==> config.mk <==
export PLATFORM = sky130hd
export DESIGN_NAME = lsu
export DESIGN_NICKNAME = d
export VERILOG_FILES = /design/src/rtl/riscv_pkg.sv /design/src/rtl/lsu_align.sv /design/src/rtl/lsu.sv
export SDC_FILE = /design/constraint.sdc
export NUM_CORES = 1
export LEC_CHECK = 0
export CORE_MARGIN = 2
export CORE_UTILIZATION = 30
export DETAILED_ROUTE_END_ITERATION = 8
export PLACE_DENSITY_LB_ADDON = 0.1
export SLEW_MARGIN = 20
export SYNTH_ARGS = -nofsm -noshare
export SYNTH_HDL_FRONTEND = slang
export SYNTH_SLANG_ARGS = --single-unit
==> constraint.sdc <==
create_clock -name clk -period 2.2 [get_ports clk]
set_clock_uncertainty 0.2 [all_clocks]
set_input_delay 0.22 -clock clk [delete_from_list [all_inputs] [get_ports clk]]
set_output_delay 0.22 -clock clk [all_outputs]
set_load 0.005 [all_outputs]
==> src/rtl/riscv_pkg.sv <==
// riscv_pkg: definitions shared by the load/store unit and its helpers.
//   XLEN        - data/address width (only 32 is supported)
//   F3_*        - funct3 encodings for loads and stores
//   lsu_state_e - LSU sequencing states
//   f3_supported() - true for the five legal load/store funct3 codes
package riscv_pkg;

  localparam int XLEN = 32;

  localparam logic [2:0] F3_B  = 3'b000;
  localparam logic [2:0] F3_H  = 3'b001;
  localparam logic [2:0] F3_W  = 3'b010;
  localparam logic [2:0] F3_BU = 3'b100;
  localparam logic [2:0] F3_HU = 3'b101;

  typedef enum logic [1:0] {
    LSU_IDLE = 2'd0,
    LSU_REQ  = 2'd1,
    LSU_WAIT = 2'd2,
    LSU_RESP = 2'd3
  } lsu_state_e;

  function automatic logic f3_supported(input logic [2:0] f3);
    return (f3 == F3_B) || (f3 == F3_H) || (f3 == F3_W) ||
           (f3 == F3_BU) || (f3 == F3_HU);
  endfunction

endpackage

==> src/rtl/lsu_align.sv <==
// lsu_align: purely combinational byte-lane steering for the LSU.
// Store side turns funct3 + low address bits + rs2 into lane strobes and
// replicated write data; load side picks the byte/half out of the returned
// word and sign- or zero-extends it.
// Ports:
//   i_st_funct3, i_st_addr_lo, i_st_wdata -> o_st_wstrb, o_st_wdata
//   i_ld_funct3, i_ld_addr_lo, i_ld_rdata -> o_ld_rdata
module lsu_align
  import riscv_pkg::*;
(
  input  logic [2:0]      i_st_funct3,
  input  logic [1:0]      i_st_addr_lo,
  input  logic [XLEN-1:0] i_st_wdata,
  output logic [3:0]      o_st_wstrb,
  output logic [XLEN-1:0] o_st_wdata,
  input  logic [2:0]      i_ld_funct3,
  input  logic [1:0]      i_ld_addr_lo,
  input  logic [XLEN-1:0] i_ld_rdata,
  output logic [XLEN-1:0] o_ld_rdata
);

  logic [7:0]  w_byte;
  logic [15:0] w_half;

  // Store size comes from funct3[1:0]; the unsigned bit has no meaning here.
  always_comb begin
    o_st_wstrb = 4'b0000;
    o_st_wdata = i_st_wdata;
    case (i_st_funct3[1:0])
      2'b00: begin
        o_st_wstrb = 4'b0001 << i_st_addr_lo;
        o_st_wdata = {4{i_st_wdata[7:0]}};
      end
      2'b01: begin
        o_st_wstrb = i_st_addr_lo[1] ? 4'b1100 : 4'b0011;
        o_st_wdata = {2{i_st_wdata[15:0]}};
      end
      2'b10: begin
        o_st_wstrb = 4'b1111;
      end
      default: begin
        o_st_wstrb = 4'b0000;
      end
    endcase
  end

  always_comb begin
    w_byte = i_ld_rdata[7:0];
    case (i_ld_addr_lo)
      2'd0:    w_byte = i_ld_rdata[7:0];
      2'd1:    w_byte = i_ld_rdata[15:8];
      2'd2:    w_byte = i_ld_rdata[23:16];
      default: w_byte = i_ld_rdata[31:24];
    endcase
    w_half = i_ld_addr_lo[1] ? i_ld_rdata[31:16] : i_ld_rdata[15:0];
  end

  always_comb begin
    o_ld_rdata = '0;
    case (i_ld_funct3)
      F3_B:    o_ld_rdata = {{24{w_byte[7]}}, w_byte};
      F3_BU:   o_ld_rdata = {24'd0, w_byte};
      F3_H:    o_ld_rdata = {{16{w_half[15]}}, w_half};
      F3_HU:   o_ld_rdata = {16'd0, w_half};
      F3_W:    o_ld_rdata = i_ld_rdata;
      default: o_ld_rdata = '0;
    endcase
  end

endmodule

==> src/rtl/lsu.sv <==
// lsu: iterative load/store unit behind the ALU. Accepts one access at a
// time, issues a single word-wide req/gnt/rvalid bus transaction and returns
// extended load data or store completion as a one-cycle response pulse.
// All outputs are registered.
// Parameters: XLEN (32 only), TIMEOUT (>= 2, cycles allowed in REQ+WAIT).
// Ports:
//   clk, rst (synchronous, active high)
//   req_valid/req_ready, req_is_store, req_funct3, req_addr, req_wdata
//   resp_valid, resp_rdata, resp_err
//   mem_req, mem_we, mem_addr, mem_wstrb, mem_wdata, mem_gnt,
//   mem_rvalid, mem_rdata
// Build option: LSU_MISALIGN_TRAP_EN - when defined, misaligned H/HU/W
// accesses return resp_err without touching the bus; when undefined the low
// address bits are forced aligned and the access proceeds.
module lsu
  import riscv_pkg::*;
#(
  parameter int XLEN    = riscv_pkg::XLEN,
  parameter int TIMEOUT = 16
) (
  input  logic            clk,
  input  logic            rst,
  input  logic            req_valid,
  output logic            req_ready,
  input  logic            req_is_store,
  input  logic [2:0]      req_funct3,
  input  logic [XLEN-1:0] req_addr,
  input  logic [XLEN-1:0] req_wdata,
  output logic            resp_valid,
  output logic [XLEN-1:0] resp_rdata,
  output logic            resp_err,
  output logic            mem_req,
  output logic            mem_we,
  output logic [XLEN-1:0] mem_addr,
  output logic [3:0]      mem_wstrb,
  output logic [XLEN-1:0] mem_wdata,
  input  logic            mem_gnt,
  input  logic            mem_rvalid,
  input  logic [XLEN-1:0] mem_rdata
);

  localparam int CW = $clog2(TIMEOUT);
  localparam logic [CW-1:0] CNT_LAST = CW'(TIMEOUT - 1);

  lsu_state_e r_state, w_state_nxt;
  logic [CW-1:0] r_cnt, w_cnt_nxt;

  logic            r_is_store;
  logic [2:0]      r_funct3;
  logic [1:0]      r_addr_lo;

  logic            r_req_ready;
  logic            r_resp_valid, r_resp_err;
  logic [XLEN-1:0] r_resp_rdata;
  logic            r_mem_req, r_mem_we;
  logic [XLEN-1:0] r_mem_addr, r_mem_wdata;
  logic [3:0]      r_mem_wstrb;

  logic            w_resp_err_nxt;
  logic [XLEN-1:0] w_resp_rdata_nxt;
  logic            w_mem_we_nxt;
  logic [XLEN-1:0] w_mem_addr_nxt, w_mem_wdata_nxt;
  logic [3:0]      w_mem_wstrb_nxt;

  logic            w_accept;
  logic            w_trap;
  logic [1:0]      w_addr_lo_eff;
  logic [3:0]      w_st_wstrb;
  logic [XLEN-1:0] w_st_wdata;
  logic [XLEN-1:0] w_ld_rdata;

  assign w_accept = (r_state == LSU_IDLE) && req_valid && r_req_ready;

  // Halfwords ignore addr[0] and words ignore addr[1:0], so an unaligned
  // request simply lands on the containing aligned unit.
  always_comb begin
    w_addr_lo_eff = req_addr[1:0];
    if ((req_funct3 == F3_H) || (req_funct3 == F3_HU)) begin
      w_addr_lo_eff = {req_addr[1], 1'b0};
    end else if (req_funct3 == F3_W) begin
      w_addr_lo_eff = 2'b00;
    end
  end

`ifdef LSU_MISALIGN_TRAP_EN
  assign w_trap = (((req_funct3 == F3_H) || (req_funct3 == F3_HU)) && req_addr[0]) ||
                  ((req_funct3 == F3_W) && (req_addr[1:0] != 2'b00));
`else
  assign w_trap = 1'b0;
`endif

  lsu_align u_align (
    .i_st_funct3  (req_funct3),
    .i_st_addr_lo (w_addr_lo_eff),
    .i_st_wdata   (req_wdata),
    .o_st_wstrb   (w_st_wstrb),
    .o_st_wdata   (w_st_wdata),
    .i_ld_funct3  (r_funct3),
    .i_ld_addr_lo (r_addr_lo),
    .i_ld_rdata   (mem_rdata),
    .o_ld_rdata   (w_ld_rdata)
  );

  // Bus fields default to zero and are only held while REQ persists, so they
  // read as idle once the request has been granted or abandoned.
  always_comb begin
    w_state_nxt      = r_state;
    w_cnt_nxt        = r_cnt;
    w_resp_err_nxt   = 1'b0;
    w_resp_rdata_nxt = '0;
    w_mem_we_nxt     = 1'b0;
    w_mem_addr_nxt   = '0;
    w_mem_wstrb_nxt  = 4'b0000;
    w_mem_wdata_nxt  = '0;
    case (r_state)
      LSU_IDLE: begin
        if (w_accept) begin
          if (!f3_supported(req_funct3) || w_trap) begin
            w_state_nxt    = LSU_RESP;
            w_resp_err_nxt = 1'b1;
          end else begin
            w_state_nxt     = LSU_REQ;
            w_cnt_nxt       = '0;
            w_mem_we_nxt    = req_is_store;
            w_mem_addr_nxt  = {req_addr[XLEN-1:2], 2'b00};
            w_mem_wstrb_nxt = req_is_store ? w_st_wstrb : 4'b0000;
            w_mem_wdata_nxt = req_is_store ? w_st_wdata : '0;
          end
        end
      end
      LSU_REQ: begin
        if (mem_gnt && r_is_store) begin
          w_state_nxt = LSU_RESP;
        end else if (r_cnt == CNT_LAST) begin
          // A load granted on its last allowed cycle cannot finish in time.
          w_state_nxt    = LSU_RESP;
          w_resp_err_nxt = 1'b1;
        end else begin
          w_cnt_nxt = r_cnt + 1'b1;
          if (mem_gnt) begin
            w_state_nxt = LSU_WAIT;
          end else begin
            w_mem_we_nxt    = r_mem_we;
            w_mem_addr_nxt  = r_mem_addr;
            w_mem_wstrb_nxt = r_mem_wstrb;
            w_mem_wdata_nxt = r_mem_wdata;
          end
        end
      end
      LSU_WAIT: begin
        if (mem_rvalid) begin
          w_state_nxt      = LSU_RESP;
          w_resp_rdata_nxt = w_ld_rdata;
        end else if (r_cnt == CNT_LAST) begin
          w_state_nxt    = LSU_RESP;
          w_resp_err_nxt = 1'b1;
        end else begin
          w_cnt_nxt = r_cnt + 1'b1;
        end
      end
      LSU_RESP: begin
        w_state_nxt = LSU_IDLE;
      end
      default: begin
        w_state_nxt = LSU_IDLE;
      end
    endcase
  end

  always_ff @(posedge clk) begin
    if (rst) begin
      r_state      <= LSU_IDLE;
      r_cnt        <= '0;
      r_is_store   <= 1'b0;
      r_funct3     <= 3'b000;
      r_addr_lo    <= 2'b00;
      r_req_ready  <= 1'b1;
      r_resp_valid <= 1'b0;
      r_resp_err   <= 1'b0;
      r_resp_rdata <= '0;
      r_mem_req    <= 1'b0;
      r_mem_we     <= 1'b0;
      r_mem_addr   <= '0;
      r_mem_wstrb  <= 4'b0000;
      r_mem_wdata  <= '0;
    end else begin
      r_state      <= w_state_nxt;
      r_cnt        <= w_cnt_nxt;
      if (w_accept) begin
        r_is_store <= req_is_store;
        r_funct3   <= req_funct3;
        r_addr_lo  <= w_addr_lo_eff;
      end
      r_req_ready  <= (w_state_nxt == LSU_IDLE);
      r_resp_valid <= (w_state_nxt == LSU_RESP);
      r_resp_err   <= w_resp_err_nxt;
      r_resp_rdata <= w_resp_rdata_nxt;
      r_mem_req    <= (w_state_nxt == LSU_REQ);
      r_mem_we     <= w_mem_we_nxt;
      r_mem_addr   <= w_mem_addr_nxt;
      r_mem_wstrb  <= w_mem_wstrb_nxt;
      r_mem_wdata  <= w_mem_wdata_nxt;
    end
  end

  assign req_ready  = r_req_ready;
  assign resp_valid = r_resp_valid;
  assign resp_err   = r_resp_err;
  assign resp_rdata = r_resp_rdata;
  assign mem_req    = r_mem_req;
  assign mem_we     = r_mem_we;
  assign mem_addr   = r_mem_addr;
  assign mem_wstrb  = r_mem_wstrb;
  assign mem_wdata  = r_mem_wdata;

endmodule
==> results of run 1 <==
[placed cells by master (no fill, tap or decap), types with 3 or more instances in the layout]
cell             synthesis  final
o21ai_0                  8      5
inv_1                   10     10
buf_4                    3     32
or4_1                    3      3
ha_1                     5      3
clkbuf_16                0     17
or2_2                    4      4
nand3_1                  4      4
buf_12                   0      3
o21ai_1                  4      7
mux4_2                   8      8
nor2b_1                  3      3
o311ai_0                 6      6
a21oi_1                 55     55
clkbuf_8                 0      5
o21ai_2                 20     20
a22oi_1                 46     46
nor2_1                  46     46
a22o_1                   8      8
clkbuf_1                28      4
bufinv_16                0      3
dfxtp_1                115    115
mux2i_1                 25     25
clkdlybuf4s50_1          0    207
nand2_1                 66     66
[critical path: cells and delay by family, from the launching register on]
kind | cells | cell delay (ns)
AOI/OAI and AO/OA | 2 | 0.40
adders and majority gates | 1 | 0.35
buffers and inverters | 2 | 0.21
DFF | 1 | 0.35
and+or+nand+nor | 1 | 0.52
[worst max-delay path by stage]
stage,slack (ns),start,endpoint
floorplan,0.003,r_state[0],mem_wdata[13]
global placement,-0.20,req_funct3[0],mem_wdata[8]
detailed placement,-0.23,req_funct3[0],mem_wdata[9]
CTS,0.08,r_state[1],mem_wdata[11]
global route,0.006,r_state[1],mem_wdata[10]
finish,0.09,r_state[0],r_cnt[2]
[state kept, by name, indices dropped and copies added, names as in the netlist, 2 cells and up]
signal,flops
mem_addr,30
mem_wdata,32
mem_wstrb,4
r_addr_lo,2
r_cnt,4
r_funct3,3
r_state,2
resp_rdata,32
[what timing repair did]
| action | CTS | global route |
|---|---|---|
| resized for setup | 0 | 4 |
| endpoints found under the setup margin | 0 | 3 |
| setup buffers | 0 | 0 |
[routing by layer]
metal / up-vias / GRT usage [%]
li1: 2290 / -
met1: 2201 / 22.1
met2: 165 / 29.1
met3: 22 / 6.68
met4: 0 / 7.38
met5: - / 0
[logic make-up after synthesis]
| logic type | after synthesis | synth area share, % |
|---|---|---|
| compound gates | 166 | 23.6 |
| fa+ha+maj | 5 | 1.31 |
| buf+inv | 51 | 4.81 |
| flops | 115 | 48.1 |
| mux | 34 | 9.22 |
| other cells | 1 | 0.0783 |
| simple gates | 141 | 13.0 |
[layout make-up]
cell class / count / area share [%]
timing repair buffer: 242 / 30.1
sequential: 115 / 29.2
multi-input combinational: 348 / 29.0
clock buffer: 26 / 6.47
tap: 216 / 3.43
clock inverter: 4 / 1.21
inverter: 10 / 0.477
[power groups by stage]
stage | sequential, mW | clock [mW] | combinational, mW
global route | 2.38 | 2.98 | 2.01
floorplan | 2.39 | 0 | 0.959
finish | 2.36 | 2.79 | 1.82
global placement | 2.40 | 0 | 1.80
detailed placement | 2.40 | 0 | 1.82
CTS | 2.36 | 2.88 | 1.83
[through the flow]
stage / worst slack, ns / util (%)
after floorplan: 0.00340 / -
after global placement: -0.197 / 46.1
after detailed placement: -0.225 / 46.1
after CTS: 0.0816 / 49.9
after global routing: 0.00592 / 49.9
final: 0.0894 / 49.9
==> results.txt, run 1 <==
clock sink count - 115
GRT Total Usage - 18.1%
Fill cells - 1,502
synth cell count leaders - dfxtp_1, nand2_1, a21oi_1
Tmin final - 2.11 ns
sequential power share - 33.9%
status - complete, no violations
Post-synth ARST share - 0%
RR Startpoint - r_state[0]
count leader, synth - dfxtp_1
Vias - 4,678
CTS tree - done
Yosys cell types - 51
wire per inst - 15.9 um
VDD IR max - 0.547 mV
Internal Power - 5.09 mW
io pins - 210
Final Cycle Share - 95.9%
Hold Crit Class - input pin to flop
Antenna Violating Nets Remaining - 0
die area - 17,000 sq um
Max H-tree Level - 4
met2 wire len - 7.16 mm
FF-to-FF setup slack - 0.09 ns
Worst Tran Pin Value - 0.879 ns
max cap viols - 0
register area - 2300 sq um
combinational share of power - 26.1%
row cnt - 46
GRT overflow - 0
Port Buffers - 207
register area share after synthesis - 48.1%
Pleak - 2.90 nW
CP Launch Type - flop
critical-path cell list - inv_1 > ha_1 > inv_1 > o211ai_1 > or4_1 > a21oi_1
Setup CP Type - flop to flop
TNS Setup - 0 ns
FF+latch count, synth - 115
Crit path top cell by count - inv_1
Post-Place Cells - 931
share of cells above drive strength 1 - 13.8%
Slew headroom - 41.2%
total power draw - 6.97 mW
Hold Path Sink - resp_rdata[17]
Area Growth Syn to Fin - 64.3%
multi-input logic area - 2280 sq um
synthesized area - 4790 sq um
number of CTS-inserted buffers - 17
post-layout net count - 844
dpl hpwl - 11.4 mm
CP Capture Type - flop
number of DRC markers in iteration 0 - 298
Clock Tree Root - clkbuf_16
clock latency on the worst-skew pair - 0.40 ns
Post-Route M1 WL - 6.61 mm
Psw - 1.89 mW
Post-synth EDFFs - 0
Ys Warns - 0
initial core utilization - 30.4%
Final Setup Violations - 0
vias per inst - 4.87
routed wire length - 15.3 mm
Worst-path clk slew - 0.05 ns
Synth Flop Type - dfxtp_1
FMAX - 0.474 GHz
Hold Path Origin - mem_rdata[17]
Crit path arrival time - 2.24 ns
cell depth of the worst hold path - 3
Final Cell Area - 7870 sq um
power density cells - 886 nW/um^2
RSZ-0062 raised after global routing - no
synthesized instance count - 513
Syn Area/Cell - 9.34 sq um
slowest stage delay, CP - 0.52 ns
largest net degree at the start of global routing - 37
Die H - 130 um
endpoints failing hold - 0
first-pass GRT wire length - 23.8 mm
Net Sw Frac - 27.1%
core area - 15,800 sq um
met3 routed wirelength - 1.15 mm
share of the synthesized area in the top cell type - 48.1%
clock group share of total power - 40.1%
top cells by area, synth - dfxtp_1, a22oi_1, a21oi_1
Die X - 130 um
remaining routing DRC violations - 0
Max clock buf depth - 2
reg2reg end - r_cnt[2]
CP Max Fanout - 7
fin cells - 961
Top Layer Used - met4
final hold slack - 0.217 ns
Ant. Diodes - 0
DRT Pass-1 Iters - 5
Reg2Reg Depth - 6
slowest CP cell - or4_1
Synth area leader - dfxtp_1
instance area at placement - 7260 sq um
vias in the first global route - 4,690
Required @ worst endpoint - 2.33 ns
initial antenna violation count - 0
RePlAce Congestion - 0.850
hold-fix buffer count after cts - 0
max-slew violation count - 0
(Power assumes the default switching activity.)
==> run 2: changes to the inputs <==
ABC_AREA = 1   (was not set)
clock period = 2.1 ns   (was 2.2 ns; I/O delays follow)
==> run 2 against run 1 <==
  * Fmax increased by 13%
  * Global-route usage increased by 0.91 points
  * Combinational power increased by 43%
  * Register-to-register slack improved by 0.15 ns
  * Synthesized cell count increased by 48%
  * Total power increased by 17%
  * Clock-buffer cell count decreased by 9
  * Wire length increased by 17%
  * Sequential cell count unchanged
  * Critical path depth increased by 3
  * Worst setup slack improved by 0.15 ns
  * Sequential share of layout area decreased by 1.5 points
==> results.txt, run 2 <==
Worst-path clk slew - 0.06 ns (about the same)
io pins - 210 (unchanged)
xor and xnor area share after synthesis - 0% (unchanged)
Area Growth Syn to Fin - 56.5%
TNS Setup - 0 ns (unchanged)
Max H-tree Level - 4 (unchanged)
largest net degree at the start of global routing - 61 (+65%)
clock sink count - 115 (unchanged)
Crit path arrival time - 1.96 ns (-0.28 ns)
synth cell count leaders - nand2_1, a21oi_1, dfxtp_1
GRT overflow - 0 (unchanged)
Final Cycle Share - 88.8% (-7.1 points)
most frequent cells in the layout - clkdlybuf4s50_1, nand2_1, a21oi_1, dfxtp_1, o21ai_0
Final Setup Violations - 0 (unchanged)
Setup CP Type - flop to flop
CP Capture Type - flop
RR Startpoint - r_state[0]
status - complete, no violations
initial core utilization - 30.6% (+0.23 points)
die area - 18,700 sq um (+10%)
VDD IR max - 0.568 mV (+3.9%)
core area - 17,300 sq um (+9.7%)
Fill cells - 1,776 (+18%)
share of the synthesized area in the top cell type - 43.5% (-4.6 points)
CP Buf/Inv Count - 2 (unchanged)
Hold Path Sink - mem_addr[8]
Clock Tree Root - clkbuf_16
register area share after synthesis - 43.5% (-4.6 points)
wire per inst - 14.8 um (-6.6%)
Syn Area/Cell - 6.98 sq um (-25%)
FF+latch count, synth - 115 (unchanged)
dpl ws - 0.149 ns (+0.375 ns)
clock latency on the worst-skew pair - 0.41 ns (about the same)
sequential power share - 31.8% (-2.1 points)
power density cells - 984 nW/um^2 (+11%)
share of cells above drive strength 1 - 8.48% (-5.3 points)
CP Max Fanout - 5 (-2)
Antenna Violating Nets Remaining - 0 (unchanged)
number of DRC markers in iteration 0 - 319 (+7.0%)
RSZ-0062 raised after global routing - no
dpl hpwl - 12.9 mm (+13%)
met2 wire len - 8.03 mm (+12%)
mux contribution to synthesized area - 0% (-9.2 points)
vias in the first global route - 5,310 (+13%)
Post-synth ARST share - 0% (unchanged)
first-pass GRT wire length - 27.8 mm (+17%)
CP Launch Type - flop
row cnt - 48 (+4.3%)
routed wire length - 17.8 mm (+17%)
count leader, synth - nand2_1
max cap viols - 0 (unchanged)
number of CTS-inserted buffers - 17 (unchanged)
post-synthesis adder-cell area fraction - 1.18% (-0.12 points)
setup ws final - 0.235 ns (+0.145 ns)
Ys Warns - 0 (unchanged)
synthesized area - 5290 sq um (+10%)
slowest stage delay, CP - 0.43 ns (-0.09 ns)
Post-Route M1 WL - 8.15 mm (+23%)
Crit path top cell by count - nand2_1
Max clock buf depth - 2 (unchanged)
Tmin final - 1.87 ns (-0.245 ns)
total power draw - 8.15 mW (+17%)
Die X - 137 um (+5.0%)
Vias - 5,720 (+22%)
Port Buffers - 207 (unchanged)
vias per inst - 4.75 (-2.4%)
Top Layer Used - met4
Post-synth EDFFs - 0 (unchanged)
GRT Total Usage - 19.0% (+0.91 points)
Psw - 2.72 mW (+44%)
CP top delay family - simple AND/OR/NAND/NOR gates
remaining routing DRC violations - 0 (unchanged)
Compound-Gate Fraction of Synth Area - 20.6% (-2.9 points)
Net Sw Frac - 33.4% (+6.3 points)
combinational share of power - 31.8% (+5.7 points)
Simple-Gate Fraction of Synth Area - 26.1% (+13 points)
met3 routed wirelength - 1.34 mm (+16%)
endpoints failing hold - 0 (unchanged)
Hold Path Origin - req_addr[8]
Pleak - 3.20 nW (+10%)
DRT Pass-1 Iters - 5 (unchanged)
Synth area leader - dfxtp_1
cell depth of the worst hold path - 3 (unchanged)
fin cells - 1,204 (+25%)
Synth Flop Type - dfxtp_1
Ant. Diodes - 0 (unchanged)
slowest CP cell - dfxtp_1
Internal Power - 5.43 mW (+6.8%)
CTS tree - done
Yosys cell types - 33 (-35%)
Hold Crit Class - input pin to flop
initial antenna violation count - 0 (unchanged)
synthesized instance count - 758 (+48%)
Required @ worst endpoint - 2.19 ns (-0.14 ns)
Die H - 137 um (+5.0%)
reg2reg end - r_cnt[1]
post-layout net count - 1,077 (+28%)
clock group share of total power - 36.4% (-3.7 points)
RePlAce Congestion - 0.865 (+1.8%)
FF-to-FF setup slack - 0.23 ns (+0.15 ns)
FMAX - 0.536 GHz (+13%)
critical-path cell list - inv_1 > ha_1 > buf_4 > nand2_1 > nand3_1 > nor2_1 > nand2_1 > nand2_1 > nor2_1
Post-Place Cells - 1,172 (+26%)
largest family of logic cells by synthesized area - simple AND/OR/NAND/NOR gates
max-slew violation count - 0 (unchanged)
top cells by area, synth - dfxtp_1, a21oi_1, nand2_1
Reg2Reg Depth - 9 (+3)
commonest non-fill, non-tap cell in the layout - clkdlybuf4s50_1
-- run 2: changes by cell type after synthesis, sizes merged, moves of 8 or more --
cell and delta:
nand3 +45, a21oi +93, buf +11, nor2 +20, nor3 +8, mux4 -8, mux2i -25, o21ai +29
a22oi -46, nand2 +120, a22o -8, inv +45
-- run 2: cell families (layout without fill, tap and decap cells) --
kind of cell / after synthesis / in the layout
and+or+nand+nor: 321 / 321
AOI/OAI and AO/OA: 214 / 214
DFF: 115 / 115
buffers and inverters: 102 / 322
adders and majority gates: 5 / 5
other: 1 / 2
-- run 2: stage by stage --
stage,utilization [%],instance area (sq um),hold WS [ns]
4_1_cts,47.9,8290,0.145
2_1_floorplan,-,5300,0.153
3_5_place_dp,44.3,7670,0.257
5_1_grt,47.9,8290,0.167
3_3_place_gp,44.3,7670,0.254
6_report,47.9,8290,0.163
-- run 2: routing by layer --
| metal | up-vias | track usage [%] |
|---|---|---|
| met1 | 2617 | 25.3 |
| li1 | 2907 | - |
| met2 | 172 | 29.3 |
| met3 | 24 | 6.30 |
| met5 | - | 0 |
| met4 | 0 | 5.78 |
-- run 2: power by group through the flow --
stage	Clock [mW]	Combinational, mW	Sequential (mW)
floorplan	0	1.51	2.60
global placement	0	2.61	2.63
detailed placement	0	2.59	2.63
CTS	3.04	2.62	2.59
global route	3.15	2.92	2.62
finish	2.97	2.60	2.59
-- run 2: how the worst max path moves through the flow --
stage / start / end / slack [ns] / depth (start not counted)
4_1_cts: r_state[0] / mem_req / 0.26 / 9
6_report: r_state[0] / r_cnt[1] / 0.23 / 9
3_3_place_gp: req_funct3[1] / mem_wdata[31] / 0.15 / 7
5_1_grt: r_state[0] / r_cnt[1] / 0.09 / 8
3_5_place_dp: req_funct3[1] / mem_wdata[31] / 0.15 / 7
2_1_floorplan: r_state[0] / mem_wdata[30] / 0.36 / 9
-- run 2: worst register-to-register path, delay by kind of cell, from the launching register on --
kind | cells | cell delay, ns
DFF | 1 | 0.43
buffers and inverters | 2 | 0.26
adders and majority gates | 1 | 0.23
and+or+nand+nor | 6 | 0.61
-- run 2: final cells by class --
cell class              instances  area [sq um]  area share (%)
clock inverters                14           181            2.19
inverters                      56           210            2.54
clock buffers                  17           425            5.13
multi-input cells             542          2540            30.7
flip-flops and latches        115          2300            27.8
repair buffers                235          2340            28.3
well taps                     225           282            3.40
-- run 2: timing repair --
action                    4_1_cts  5_1_grt
hold endpoints to repair        9        0
hold buffers                    1        0
buffers inserted                0        0
resized for setup               0        0
==> run 3: changes to the inputs <==
ABC_CLOCK_PERIOD_IN_PS = 2100   (was not set)
==> results of run 3 <==
Same layout as run 2: the final DEF is identical, and so are final timing and power.
